### src/rtl/pipe_cla_adder_pkg.sv
// Shared constants and types for the pipelined carry-lookahead adder.
// Default geometry lives here so every user of the adder agrees on it.
package pipe_cla_adder_pkg;

  localparam int DEF_WIDTH = 32;
  localparam int DEF_BLOCK = 8;
  localparam int DEF_TAG_W = 4;

  typedef enum logic {
    OP_ADD = 1'b0,
    OP_SUB = 1'b1
  } op_e;

  // Subtract is A + ~B + 1, so the caller's carry-in only matters for add.
  function automatic logic entry_cin(op_e op, logic cin);
    return (op == OP_SUB) ? 1'b1 : cin;
  endfunction

endpackage

### src/rtl/cla_block.sv
// One carry-lookahead group: per-bit propagate/generate, prefix carries,
// group propagate/generate and the carry out of the group.
module cla_block #(
  parameter int BLOCK = 8
) (
  input  logic [BLOCK-1:0] a,
  input  logic [BLOCK-1:0] b,
  input  logic             cin,
  output logic [BLOCK-1:0] sum,
  output logic             gp,
  output logic             gg,
  output logic             cout,
  output logic             c_top
);

  logic [BLOCK-1:0] p;
  logic [BLOCK-1:0] g;
  logic [BLOCK-1:0] c;
  logic             g_acc;
  logic             p_acc;

  always_comb begin
    p     = a ^ b;
    g     = a & b;
    c     = '0;
    g_acc = 1'b0;
    p_acc = 1'b1;
    // c[i] uses the group P/G of bits below i, so no carry ripples bit to bit
    for (int i = 0; i < BLOCK; i++) begin
      c[i]  = g_acc | (p_acc & cin);
      g_acc = g[i] | (p[i] & g_acc);
      p_acc = p_acc & p[i];
    end
  end

  assign sum   = p ^ c;
  assign gp    = p_acc;
  assign gg    = g_acc;
  assign cout  = g_acc | (p_acc & cin);
  assign c_top = c[BLOCK-1];

endmodule

### src/rtl/pipe_cla_adder.sv
// Skewed pipelined adder/subtractor: each stage resolves one BLOCK-bit
// lookahead group and hands the registered carry to the next stage.
module pipe_cla_adder
  import pipe_cla_adder_pkg::*;
#(
  parameter int WIDTH = DEF_WIDTH,
  parameter int BLOCK = DEF_BLOCK,
  parameter int TAG_W = DEF_TAG_W
) (
  input  logic             clock,
  input  logic             reset,
  input  logic             in_valid,
  output logic             in_ready,
  input  logic [WIDTH-1:0] in_a,
  input  logic [WIDTH-1:0] in_b,
  input  logic             in_cin,
  input  logic             in_op,
  input  logic [TAG_W-1:0] in_tag,
  output logic             out_valid,
  input  logic             out_ready,
  output logic [WIDTH-1:0] out_sum,
  output logic             out_cout,
  output logic             out_ovf,
  output logic             out_zero,
  output logic [TAG_W-1:0] out_tag
);

  localparam int NBLK = WIDTH / BLOCK;

  function automatic logic [BLOCK-1:0] b_eff(op_e op, logic [BLOCK-1:0] b);
    return (op == OP_SUB) ? ~b : b;
  endfunction

  logic advance;
  logic accept;

  // The whole pipe moves as one; only a held, unconsumed result stops it.
  assign in_ready = !(out_valid && !out_ready);
  assign advance  = in_ready;
  assign accept   = in_valid && in_ready;

  for (genvar k = 0; k < NBLK; k++) begin : stg
    localparam int DONE = (k + 1) * BLOCK;
    localparam int REM  = WIDTH - DONE;
    localparam int UP   = REM + BLOCK;

    logic             up_v;
    logic             up_c;
    op_e              up_op;
    logic [UP-1:0]    up_a;
    logic [UP-1:0]    up_b;
    logic [TAG_W-1:0] up_tag;
    logic [DONE-1:0]  new_sum;

    logic [BLOCK-1:0] blk_b;
    logic [BLOCK-1:0] blk_sum;
    logic             blk_gp;
    logic             blk_gg;
    logic             blk_cout;
    logic             blk_ctop;
    logic             take;

    logic             vld_q,  vld_d;
    logic             cy_q,   cy_d;
    logic [TAG_W-1:0] tag_q,  tag_d;
    logic [DONE-1:0]  sum_q,  sum_d;

    // ---- stage k input: fresh operation or the previous stage register ----
    if (k == 0) begin : src
      assign up_v    = accept;
      assign up_op   = op_e'(in_op);
      assign up_a    = in_a;
      assign up_b    = in_b;
      assign up_c    = entry_cin(op_e'(in_op), in_cin);
      assign up_tag  = in_tag;
      assign new_sum = blk_sum;
    end else begin : src
      assign up_v    = stg[k-1].vld_q;
      assign up_op   = stg[k-1].rem.op_q;
      assign up_a    = stg[k-1].rem.a_q;
      assign up_b    = stg[k-1].rem.b_q;
      assign up_c    = stg[k-1].cy_q;
      assign up_tag  = stg[k-1].tag_q;
      assign new_sum = {blk_sum, stg[k-1].sum_q};
    end

    assign blk_b = b_eff(up_op, up_b[BLOCK-1:0]);
    assign take  = advance && up_v;

    cla_block #(
      .BLOCK (BLOCK)
    ) u_cla (
      .a     (up_a[BLOCK-1:0]),
      .b     (blk_b),
      .cin   (up_c),
      .sum   (blk_sum),
      .gp    (blk_gp),
      .gg    (blk_gg),
      .cout  (blk_cout),
      .c_top (blk_ctop)
    );

    always_comb begin
      vld_d = vld_q;
      cy_d  = cy_q;
      tag_d = tag_q;
      sum_d = sum_q;
      if (advance) vld_d = up_v;
      if (take) begin
        cy_d  = blk_cout;
        tag_d = up_tag;
        sum_d = new_sum;
      end
    end

    always_ff @(posedge clock) begin
      if (reset) vld_q <= 1'b0;
      else       vld_q <= vld_d;
    end

    // Only the output stage's payload is visible, so only it is cleared.
    always_ff @(posedge clock) begin
      if (reset && (k == NBLK - 1)) begin
        cy_q  <= 1'b0;
        tag_q <= '0;
        sum_q <= '0;
      end else begin
        cy_q  <= cy_d;
        tag_q <= tag_d;
        sum_q <= sum_d;
      end
    end

    // ---- stage k register: pending operand bits travel with the op ----
    if (REM > 0) begin : rem
      logic [REM-1:0] a_q, a_d;
      logic [REM-1:0] b_q, b_d;
      op_e            op_q, op_d;
      logic           blk_unused;

      assign blk_unused = ^{blk_gp, blk_gg, blk_ctop};

      always_comb begin
        a_d  = a_q;
        b_d  = b_q;
        op_d = op_q;
        if (take) begin
          a_d  = up_a[UP-1:BLOCK];
          b_d  = up_b[UP-1:BLOCK];
          op_d = up_op;
        end
      end

      always_ff @(posedge clock) begin
        a_q  <= a_d;
        b_q  <= b_d;
        op_q <= op_d;
      end
    end else begin : fin
      logic ovf_q,  ovf_d;
      logic zero_q, zero_d;
      logic blk_unused;

      assign blk_unused = blk_gp ^ blk_gg;

      // Signed overflow: carry into the MSB disagrees with carry out of it.
      always_comb begin
        ovf_d  = ovf_q;
        zero_d = zero_q;
        if (take) begin
          ovf_d  = blk_ctop ^ blk_cout;
          zero_d = (new_sum == '0);
        end
      end

      always_ff @(posedge clock) begin
        if (reset) begin
          ovf_q  <= 1'b0;
          zero_q <= 1'b0;
        end else begin
          ovf_q  <= ovf_d;
          zero_q <= zero_d;
        end
      end
    end
  end

  assign out_valid = stg[NBLK-1].vld_q;
  assign out_sum   = stg[NBLK-1].sum_q;
  assign out_cout  = stg[NBLK-1].cy_q;
  assign out_tag   = stg[NBLK-1].tag_q;
  assign out_ovf   = stg[NBLK-1].fin.ovf_q;
  assign out_zero  = stg[NBLK-1].fin.zero_q;

endmodule

### config.mk
export PLATFORM = sky130hd
export DESIGN_NAME = pipe_cla_adder
export DESIGN_NICKNAME = d
export VERILOG_FILES = /design/src/rtl/pipe_cla_adder_pkg.sv /design/src/rtl/cla_block.sv /design/src/rtl/pipe_cla_adder.sv
export SDC_FILE = /design/constraint.sdc
export NUM_CORES = 1
export LEC_CHECK = 0
export BUFFER_PORTS_ARGS = -buffer_cell sky130_fd_sc_hd__buf_4
export CORE_UTILIZATION = 50
export DETAILED_ROUTE_END_ITERATION = 8
export PLACE_DENSITY = 0.71
export SLEW_MARGIN = 30
export SYNTH_ARGS = -nofsm -noshare
export SYNTH_HDL_FRONTEND = slang
export SYNTH_SLANG_ARGS = --single-unit
### constraint.sdc
create_clock -name clock -period 3.2 [get_ports clock]
set_input_delay 0.64 -clock clock [delete_from_list [all_inputs] [get_ports clock]]
set_output_delay 0.64 -clock clock [all_outputs]
set_load 0.005 [all_outputs]
==> results of run 1 <==
-- power by group through the flow --
stage                     clock network (mW)  logic [mW]  registers (mW)
after floorplan                            0       0.321            3.15
after global placement                     0       0.472            3.16
after detailed placement                   0       0.493            3.17
after CTS                               2.45       0.498            3.11
after global routing                    2.57       0.549            3.12
final                                   2.39       0.492            3.11
-- metal layers --
layer	vias up	global-route usage, %	routed length (µm)
met5	-	0	0
met3	25	2.92	750
met2	115	28.7	6550
met4	0	5.40	282
li1	2246	-	-
met1	2089	20.3	5390
-- logic make-up (layout without fill, tap and decap cells) --
family | after synthesis | count (layout) | share of synthesized area, %
buffers and inverters | 36 | 180 | 1.72
and+or+nand+nor | 135 | 135 | 7.84
AOI/OAI and AO/OA | 84 | 84 | 6.36
xor gates and xnor gates | 53 | 53 | 5.85
DFF | 205 | 205 | 72.2
adders and majority gates | 36 | 36 | 6.06
-- worst register-to-register path, stage by stage, from the launching register on --
cell      delay [ps]
edfxtp_1         640
xor2_1           270
ha_1             280
a21o_1           180
a21o_1           200
a21oi_1          310
o21ai_1          210
a41oi_1          290
nor3b_1          280
-- synth_stat cells (all sizes together) --
master   instances  area share [%]
edfxtp         162              61
nand2           76             3.6
a21oi           47             3.0
dfxtp           43              11
xor2            41             4.5
ha              32             5.0
inv             19            0.90
nor2            15            0.71
clkbuf          14            0.66
xnor2           12             1.3
o21ai           11            0.74
a21o             8            0.76
nor3             7            0.44
nor4             7            0.55
a211oi           6            0.57
nor2b            6            0.47
nand3            5            0.32
fa               4             1.0
a41oi            3            0.33
buf              3            0.16
nand2b           3            0.24
nor3b            3            0.28
or2              3            0.24
a21boi           2            0.19
and2             2            0.16
nand3b           2            0.19
or4              2            0.24
a2111o           1            0.14
a2111oi          1            0.19
a211o            1            0.11
a31oi            1           0.079
and3             1           0.079
and4             1            0.14
nand4            1           0.079
nor4b            1            0.11
o211ai           1           0.095
o21a             1           0.095
o31ai            1           0.095
-- flip-flops by register name, indices dropped and copies added (netlist names) --
name,flops
out_zero,1
stg.sum_q,48
stg.rem.b_q,48
out_tag,4
out_cout,1
stg.rem.a_q,48
stg.tag_q,12
out_sum,32
stg.rem.op_q,3
out_ovf,1
out_valid,1
stg.cy_q,3
stg.vld_q,3
-- how the worst max path moves through the flow --
stage                            endpoint  slack, ps                       from  cells past startpoint
5_1_grt        stg[1].sum_q[15]$_DFFE_PP_        180  stg[0].rem.op_q$_DFFE_PP_                      8
3_3_place_gp   stg[1].sum_q[15]$_DFFE_PP_        660  stg[0].rem.op_q$_DFFE_PP_                      8
3_5_place_dp   stg[1].sum_q[15]$_DFFE_PP_        410  stg[0].rem.op_q$_DFFE_PP_                      8
6_report       stg[1].sum_q[15]$_DFFE_PP_        360  stg[0].rem.op_q$_DFFE_PP_                      8
4_1_cts        stg[1].sum_q[15]$_DFFE_PP_        300  stg[0].rem.op_q$_DFFE_PP_                      8
2_1_floorplan  stg[2].sum_q[23]$_DFFE_PP_        530  stg[1].rem.op_q$_DFFE_PP_                      9
-- cell type report --
cell class	count	area (µm²)
clock buffers	29	608
repair buffers	121	933
clock inverters	11	92.6
flip-flops and latches	205	5730
well taps	211	264
fillers	1141	5550
multi-input cells	308	2070
inverters	19	72.6
==> results.py, run 1 <==
metrics = {
    "critical_path": {
        "startpoint_type": "flop",
        "required_ps": 3490,
        "rrSetupSlack_ps": 360,
        "crit_chain": "xor2_1, ha_1, a21o_1, a21o_1, a21oi_1, o21ai_1, a41oi_1, nor3b_1",
        "path_common_cell": "a21o_1",
        "end_kind": "flop",
        "crit_slowest_cell": "edfxtp_1",
        "path_delay_family": "compound AO/OA/AOI/OAI gates",
        "critical_path_class": "reg2reg",
        "path_buf_inv": 0,
        "crit-reg2reg-launch": "stg[0].rem.op_q$_DFFE_PP_",
        "path_max_fanout": 9,
        "r2r-end": "stg[1].sum_q[15]$_DFFE_PP_",
        "rr_worst_depth": 8,
        "arrival_ps": 3130,
        "slowest_delay_ps": 640,
    },
    "pwr": {
        "leakage_nw": 3.73,
        "combPwrFrac_pct": 8.2,
        "clkPwrFrac_pct": 39.9,
        "p_per_area_nw_per_um2": 613,
        "netSwitchingFraction_pct": 21.2,
        "p_int_mw": 4.72,
        "finalPower_mw": 5.99,
        "p_switching_mw": 1.27,
        "pwr-share-seq_pct": 51.9,
        "peakVddDrop_mv": 0.416,
    },
    "sta": {
        "slew_headroom_pct": 48.4,
        "max_freq_mhz": 352,
        "fin_hold_ws_ps": 320,
        "grt_setup_unrepaired": "no",
        "tns_ps": 0,
        "post-route-period-util_pct": 88.8,
        "finalSetupViolCount": 0,
        "post-route-min-period_ps": 2840,
        "clock_skew_ps": 9.89,
        "hold_violations": 0,
        "worst_pin_slew_ps": 774,
        "worst_slack_ps": 359,
        "drv_slew": 0,
    },
    "finish": {
        "layout_commonest_cell": "edfxtp_1",
        "final_area_um2": 9770,
        "mostFrequentLayoutCells": "edfxtp_1, buf_4, nand2_1",
        "areaGrowthSynthToFinish_pct": 23.1,
        "final_nets": 787,
        "final_core_util_pct": 63.8,
        "final_cell_count_no_fill": 904,
        "antennaDiodeCount": 0,
        "layout-drive-gt1-share_pct": 23.7,
    },
    "route": {
        "drcViolationCount": 0,
        "vias": 4475,
        "vias_per_cell": 4.95,
        "dr.pass1.iters": 5,
        "first_iter_violations": 222,
        "wl_per_cell_um": 14.4,
        "drt-total-wl_mm": 13.0,
        "ant_nets": 0,
    },
    "yosys": {
        "avgSynthCellArea_um2": 14.4,
        "ys_seq_area_share_pct": 72.2,
        "synth_area_um2": 7930,
        "ys_warn_count": 0,
        "synth_seq_cells": 205,
        "synth_nets": 659,
        "synthCells": 549,
        "synth.distinct_cells": 43,
    },
    "place": {
        "dp.cells": 864,
        "gp_congestion": 0.800,
        "place_area_um2": 9060,
        "dp_slack_ps": 407,
        "io_buffers": 114,
        "hpwl_mm": 8.99,
    },
    "die": {
        "core-area_um2": 15300,
        "die_h_um": 128,
        "rows": 45,
        "start_util_pct": 51.8,
        "die-area_um2": 16400,
        "dieWidth_um": 128,
        "io_pins": 115,
    },
    "clocking": {
        "cts_sinks": 205,
        "h-tree-depth": 1,
        "cts-buffers-inserted": 22,
        "post_cts_resized": 0,
        "path_clk_slew_ps": 60,
        "holdBufCountCts": 0,
        "clk_latency_ps": 490,
        "cts_buffer_depth": 3,
        "root_buffer": "clkbuf_16",
        "cts_tree": "built",
        "post-cts-setup-buffers": 0,
    },
    "hold_path": {
        "hold_class": "in2reg",
        "hold_end": "stg[0].rem.a_q[18]$_DFFE_PP_",
        "hold_depth": 1,
        "holdCritStartpoint": "in_a[26]",
    },
    "job": {
        "maxCapViolCount": 0,
    },
    "outcome": {
        "status": "complete, no violations",
    },
    "global_routing": {
        "grt_pass1_wl_mm": 20.8,
        "grt_pass1_vias": 4428,
        "grt_max_degree": 63,
        "antenna_found_initial": 0,
        "grt_overflow": 0,
        "track_usage_pct": 16.3,
    },
}
Note: power is estimated with default switching activity, not from simulation.
==> run 2: changes to the inputs <==
--- a/config.mk
+++ b/config.mk
@@ -8,7 +8,7 @@
 export BUFFER_PORTS_ARGS = -buffer_cell sky130_fd_sc_hd__buf_4
 export CORE_UTILIZATION = 50
 export DETAILED_ROUTE_END_ITERATION = 8
-export PLACE_DENSITY = 0.71
+export PLACE_DENSITY = 0.72
 export SLEW_MARGIN = 30
 export SYNTH_ARGS = -nofsm -noshare
 export SYNTH_HDL_FRONTEND = slang
==> results.py, run 2 (same netlist as run 1, synthesis figures left out) <==
metrics = {
    "route": {
        "vias_per_cell": 5.01,
        "dr.pass1.iters": 4,
        "first_iter_violations": 229,
        "drcViolationCount": 0,
        "ant_nets": 0,
        "drt-total-wl_mm": 13.5,
        "vias": 4534,
        "wl_per_cell_um": 14.9,
    },
    "sta": {
        "drv_slew": 0,
        "clock_skew_ps": 7.84,
        "max_freq_mhz": 350,
        "slew_headroom_pct": 50.5,
        "worst_pin_slew_ps": 743,
        "finalSetupViolCount": 0,
        "grt_setup_unrepaired": "no",
        "post-route-period-util_pct": 89.4,
        "tns_ps": 0,
        "hold_violations": 0,
        "post-route-min-period_ps": 2860,
    },
    "job": {
        "maxCapViolCount": 0,
    },
    "place": {
        "gp_congestion": 0.806,
        "hpwl_mm": 9.57,
        "io_buffers": 114,
        "dp.cells": 865,
    },
    "die": {
        "io_pins": 115,
        "dieWidth_um": 128,
        "rows": 45,
        "start_util_pct": 51.8,
        "core-area_um2": 15300,
        "die-area_um2": 16400,
        "die_h_um": 128,
    },
    "global_routing": {
        "track_usage_pct": 17.1,
        "grt_max_degree": 44,
        "grt_pass1_vias": 4444,
        "antenna_found_initial": 0,
        "grt_pass1_wl_mm": 21.7,
        "grt_overflow": 0,
    },
    "clocking": {
        "post_cts_resized": 0,
        "holdBufCountCts": 0,
        "clk_latency_ps": 490,
        "path_clk_slew_ps": 60,
        "cts_sinks": 205,
        "h-tree-depth": 1,
        "cts-buffers-inserted": 22,
        "cts_tree": "built",
        "post-cts-setup-buffers": 0,
        "cts_buffer_depth": 3,
        "root_buffer": "clkbuf_16",
    },
    "pwr": {
        "leakage_nw": 3.74,
        "peakVddDrop_mv": 0.381,
        "p_per_area_nw_per_um2": 616,
        "finalPower_mw": 6.02,
    },
    "finish": {
        "antennaDiodeCount": 0,
        "layout-drive-gt1-share_pct": 23.2,
        "layout_commonest_cell": "edfxtp_1",
        "mostFrequentLayoutCells": "edfxtp_1, buf_4, nand2_1",
        "areaGrowthSynthToFinish_pct": 23.2,
        "final_cell_count_no_fill": 905,
        "reg_top3": "stg.rem.a_q (48), stg.rem.b_q (48), stg.sum_q (48)",
        "final_nets": 788,
    },
    "critical_path": {
        "path_buf_inv": 0,
        "path_max_fanout": 9,
        "slowest_delay_ps": 580,
        "crit_slowest_cell": "edfxtp_1",
        "crit_chain": "xor2_1, ha_1, a21o_1, a21o_1, a21oi_1, o21ai_1, a41oi_1, nor3b_1",
        "end_kind": "flop",
        "arrival_ps": 3160,
        "path_common_cell": "a21o_1",
        "critical_path_class": "reg2reg",
        "startpoint_type": "flop",
        "required_ps": 3500,
        "path_delay_family": "compound AO/OA/AOI/OAI gates",
    },
    "hold_path": {
        "hold_class": "in2reg",
    },
    "outcome": {
        "status": "complete, no violations",
    },
}
run 2: changes by cell type in the layout (fill, tap and decap cells not counted), sizes merged:
cell and change:
inv +1, clkinvlp -1, clkinv -1, buf +1
bufinv +1
run 2: routing by layer:
metal,track usage [%],vias to the layer above,share of wire (%)
met3,2.84,16,5.4
met4,5.74,0,1.6
met5,0,-,0
met1,21.0,2140,41
met2,30.6,128,52
li1,-,2250,-
run 2: worst paths after layout:
kind                                       end  cells past startpoint  slack, ps                 startpoint
setup / recovery    stg[1].sum_q[15]$_DFFE_PP_                      8        340  stg[0].rem.op_q$_DFFE_PP_
hold / removal    stg[0].rem.b_q[20]$_DFFE_PP_                      1        320                   in_b[28]
setup reg to reg    stg[1].sum_q[15]$_DFFE_PP_                      8        340  stg[0].rem.op_q$_DFFE_PP_
hold reg to reg      stg[1].tag_q[1]$_DFFE_PP_                      0        420  stg[0].tag_q[1]$_DFFE_PP_
run 2: worst register-to-register path, cell delays in order (launching register included):
cell and delay (ps):
edfxtp_1 580, xor2_1 300, ha_1 290, a21o_1 190, a21o_1 190, a21oi_1 290
o21ai_1 210, a41oi_1 330, nor3b_1 290
run 2: stage by stage:
step | hold slack [ps] | setup slack, ps | util [%] | instance area, µm²
finish | 323 | 339 | 63.8 | 9770
floorplan | 400 | 525 | - | 7930
CTS | 303 | 331 | 63.8 | 9770
global route | 302 | 62.4 | 63.8 | 9770
detailed placement | 405 | 405 | 59.2 | 9070
global placement | 403 | 659 | 59.2 | 9070
run 2: area by class of cell:
cell class,instances,area (µm²)
multi-input combinational,308,2070
timing repair buffer,122,941
clock inverter,11,104
clock buffer,29,598
sequential,205,5730
inverter,19,71.3
fill,1154,5540
tap,211,264
run 2: where the power goes:
group	total (mW)	internal (mW)	switching [mW]
clock network	2.42	1.48	0.940
registers	3.11	3.06	0.0515
logic	0.494	0.234	0.259
==> run 3: changes to the inputs <==
--- a/config.mk
+++ b/config.mk
@@ -5,7 +5,9 @@
 export SDC_FILE = /design/constraint.sdc
 export NUM_CORES = 1
 export LEC_CHECK = 0
+export ABC_AREA = 1
 export BUFFER_PORTS_ARGS = -buffer_cell sky130_fd_sc_hd__buf_4
+export CORE_ASPECT_RATIO = 0.75
 export CORE_UTILIZATION = 50
 export DETAILED_ROUTE_END_ITERATION = 8
 export PLACE_DENSITY = 0.72
==> results.py, run 3 <==
metrics = {
    "critical_path": {
        "rr_worst_depth": 13,
        "end_kind": "flop",
        "critical_path_class": "reg2reg",
        "required_ps": 3430,
        "r2r-end": "stg[1].cy_q$_DFFE_PP_",
        "cp-startpoint": "stg[0].rem.op_q$_DFFE_PP_",
        "arrival_ps": 2810,
        "crit_path_end": "stg[1].cy_q$_DFFE_PP_",
        "rrSetupSlack_ps": 630,
        "crit-reg2reg-launch": "stg[0].rem.op_q$_DFFE_PP_",
        "path_max_fanout": 9,
        "startpoint_type": "flop",
    },
    "die": {
        "die-area_um2": 16400,
        "dieWidth_um": 148,
        "rows": 39,
        "core-area_um2": 15400,
        "start_util_pct": 51.7,
        "io_pins": 115,
        "die_h_um": 111,
    },
    "sta": {
        "slew_headroom_pct": 41.3,
        "finalSetupViolCount": 0,
        "post-route-min-period_ps": 2570,
        "clock_skew_ps": 8.80,
        "drv_slew": 0,
        "grt_setup_unrepaired": "no",
        "hold_violations": 0,
        "post-route-period-util_pct": 80.4,
        "worst_pin_slew_ps": 880,
        "max_freq_mhz": 389,
        "tns_ps": 0,
    },
    "route": {
        "dr.pass1.iters": 5,
        "wl_per_cell_um": 14.2,
        "drcViolationCount": 0,
        "ant_nets": 0,
        "first_iter_violations": 215,
        "vias": 4433,
        "drt-total-wl_mm": 13.1,
        "vias_per_cell": 4.83,
    },
    "yosys": {
        "synth_nets": 682,
        "synth_common_cells": "edfxtp_1, nor2_1, xor2_1",
        "synthCells": 572,
        "yosysTopAreaCellShare_pct": 61.3,
        "async_reset_ff_share_pct": 0,
        "synth_area_um2": 7940,
        "synth_most_common_cell": "edfxtp_1",
        "synth-edff-count": 162,
        "synth_area_leader_cell": "edfxtp_1",
        "synth_ff_type": "edfxtp_1",
        "avgSynthCellArea_um2": 13.9,
        "synth.distinct_cells": 31,
        "synth_seq_cells": 205,
        "synth_area_leaders": "edfxtp_1, dfxtp_1, xor2_1",
        "ys_seq_area_share_pct": 72.1,
        "ys_warn_count": 0,
    },
    "place": {
        "hpwl_mm": 9.16,
        "io_buffers": 114,
        "gp_congestion": 0.794,
    },
    "pwr": {
        "peakVddDrop_mv": 0.366,
        "leakage_nw": 3.91,
        "finalPower_mw": 5.60,
        "p_per_area_nw_per_um2": 584,
    },
    "finish": {
        "layout-drive-gt1-share_pct": 23.7,
        "reg_top3": "stg.rem.a_q (48), stg.rem.b_q (48), stg.sum_q (48)",
        "layout_commonest_cell": "edfxtp_1",
        "mostFrequentLayoutCells": "edfxtp_1, buf_4, nor2_1",
        "antennaDiodeCount": 0,
        "final_nets": 809,
        "areaGrowthSynthToFinish_pct": 20.8,
        "fillers": 1169,
    },
    "global_routing": {
        "grt_overflow": 0,
        "grt_max_degree": 47,
        "grt_pass1_vias": 4521,
        "antenna_found_initial": 0,
        "grt_pass1_wl_mm": 21.9,
        "track_usage_pct": 17.1,
    },
    "clocking": {
        "cts_tree": "built",
        "post-cts-setup-buffers": 0,
        "root_buffer": "clkbuf_16",
        "clk_latency_ps": 480,
        "cts_sinks": 205,
        "path_clk_slew_ps": 60,
        "cts-buffers-inserted": 19,
        "cts_buffer_depth": 3,
        "h-tree-depth": 1,
        "post_cts_resized": 0,
        "holdBufCountCts": 0,
    },
    "hold_path": {
        "hold_class": "in2reg",
    },
    "job": {
        "maxCapViolCount": 0,
    },
    "outcome": {
        "status": "complete, no violations",
    },
}
==> run 3: layout make-up <==
type                            count  area, µm²  share of cell area, %
Multi-Input combinational cell    305       1980                   20.6
Sequential cell                   205       5730                   59.7
Clock buffer                       24        494                   5.15
Tap cell                          205        256                   2.67
Timing Repair Buffer              121        908                   9.47
Clock inverter                     10       53.8                  0.561
Inverter                           47        178                   1.85
==> run 3: where the power goes <==
group | leakage, nW | internal, mW | total (mW) | switching (mW)
logic | 1.76 | 0.226 | 0.487 | 0.261
clock network | 0.273 | 1.10 | 1.99 | 0.890
registers | 1.88 | 3.07 | 3.12 | 0.0561
==> run 3: routing by layer <==
metal / vias to the layer above / wire length, µm / track usage (%)
met5: - / 0 / 0
met4: 0 / 286 / 4.81
met3: 24 / 733 / 3.46
met2: 115 / 6440 / 29.1
met1: 2080 / 5590 / 22.3
li1: 2214 / - / -
==> run 3: through the flow <==
| step | cell area, µm² | setup slack [ps] | hold slack (ps) | util (%) | std cells |
|---|---|---|---|---|---|
| 2_1_floorplan | 7940 | 684 | 400 | - | 572 |
| 3_3_place_gp | 9040 | 552 | 401 | 58.8 | 883 |
| 3_5_place_dp | 9040 | 514 | 405 | 58.8 | 883 |
| 4_1_cts | 9590 | 589 | 309 | 62.4 | 917 |
| 5_1_grt | 9590 | 356 | 304 | 62.4 | 917 |
| 6_report | 9590 | 627 | 333 | 62.4 | 917 |
==> run 3: cells by family after synthesis <==
kind of cell    after synthesis  synth area share [%]
simple gates                154                  8.22
flops                       205                  72.1
compound gates               59                  4.33
fa+ha+maj                    36                  6.05
buf+inv                      62                  3.03
xor+xnor                     56                  6.27
==> run 3: critical path: stages, from the launching register on <==
cell,delay [ps]
edfxtp_1,590
xnor2_1,330
inv_1,70
ha_1,270
nand3_1,80
nand2_1,90
a21oi_2,170
o21bai_1,110
a21o_1,190
nand2_1,60
nand2_1,70
nand2_1,60
nand2_1,70
a21o_1,170
==> run 3: how the worst min path moves through the flow <==
stage / to / slack (ps) / cells past startpoint / startpoint
after global routing: stg[0].rem.b_q[5]$_DFFE_PP_ / 300 / 1 / in_b[13]
after global placement: stg[2].rem.a_q[6]$_DFFE_PP_ / 400 / 0 / stg[1].rem.a_q[14]$_DFFE_PP_
after CTS: stg[0].rem.a_q[16]$_DFFE_PP_ / 310 / 1 / in_a[24]
after floorplan: stg[1].rem.a_q[0]$_DFFE_PP_ / 400 / 0 / stg[0].rem.a_q[8]$_DFFE_PP_
after detailed placement: stg[2].sum_q[11]$_DFFE_PP_ / 400 / 0 / stg[1].sum_q[11]$_DFFE_PP_
final: stg[0].rem.a_q[16]$_DFFE_PP_ / 330 / 1 / in_a[24]
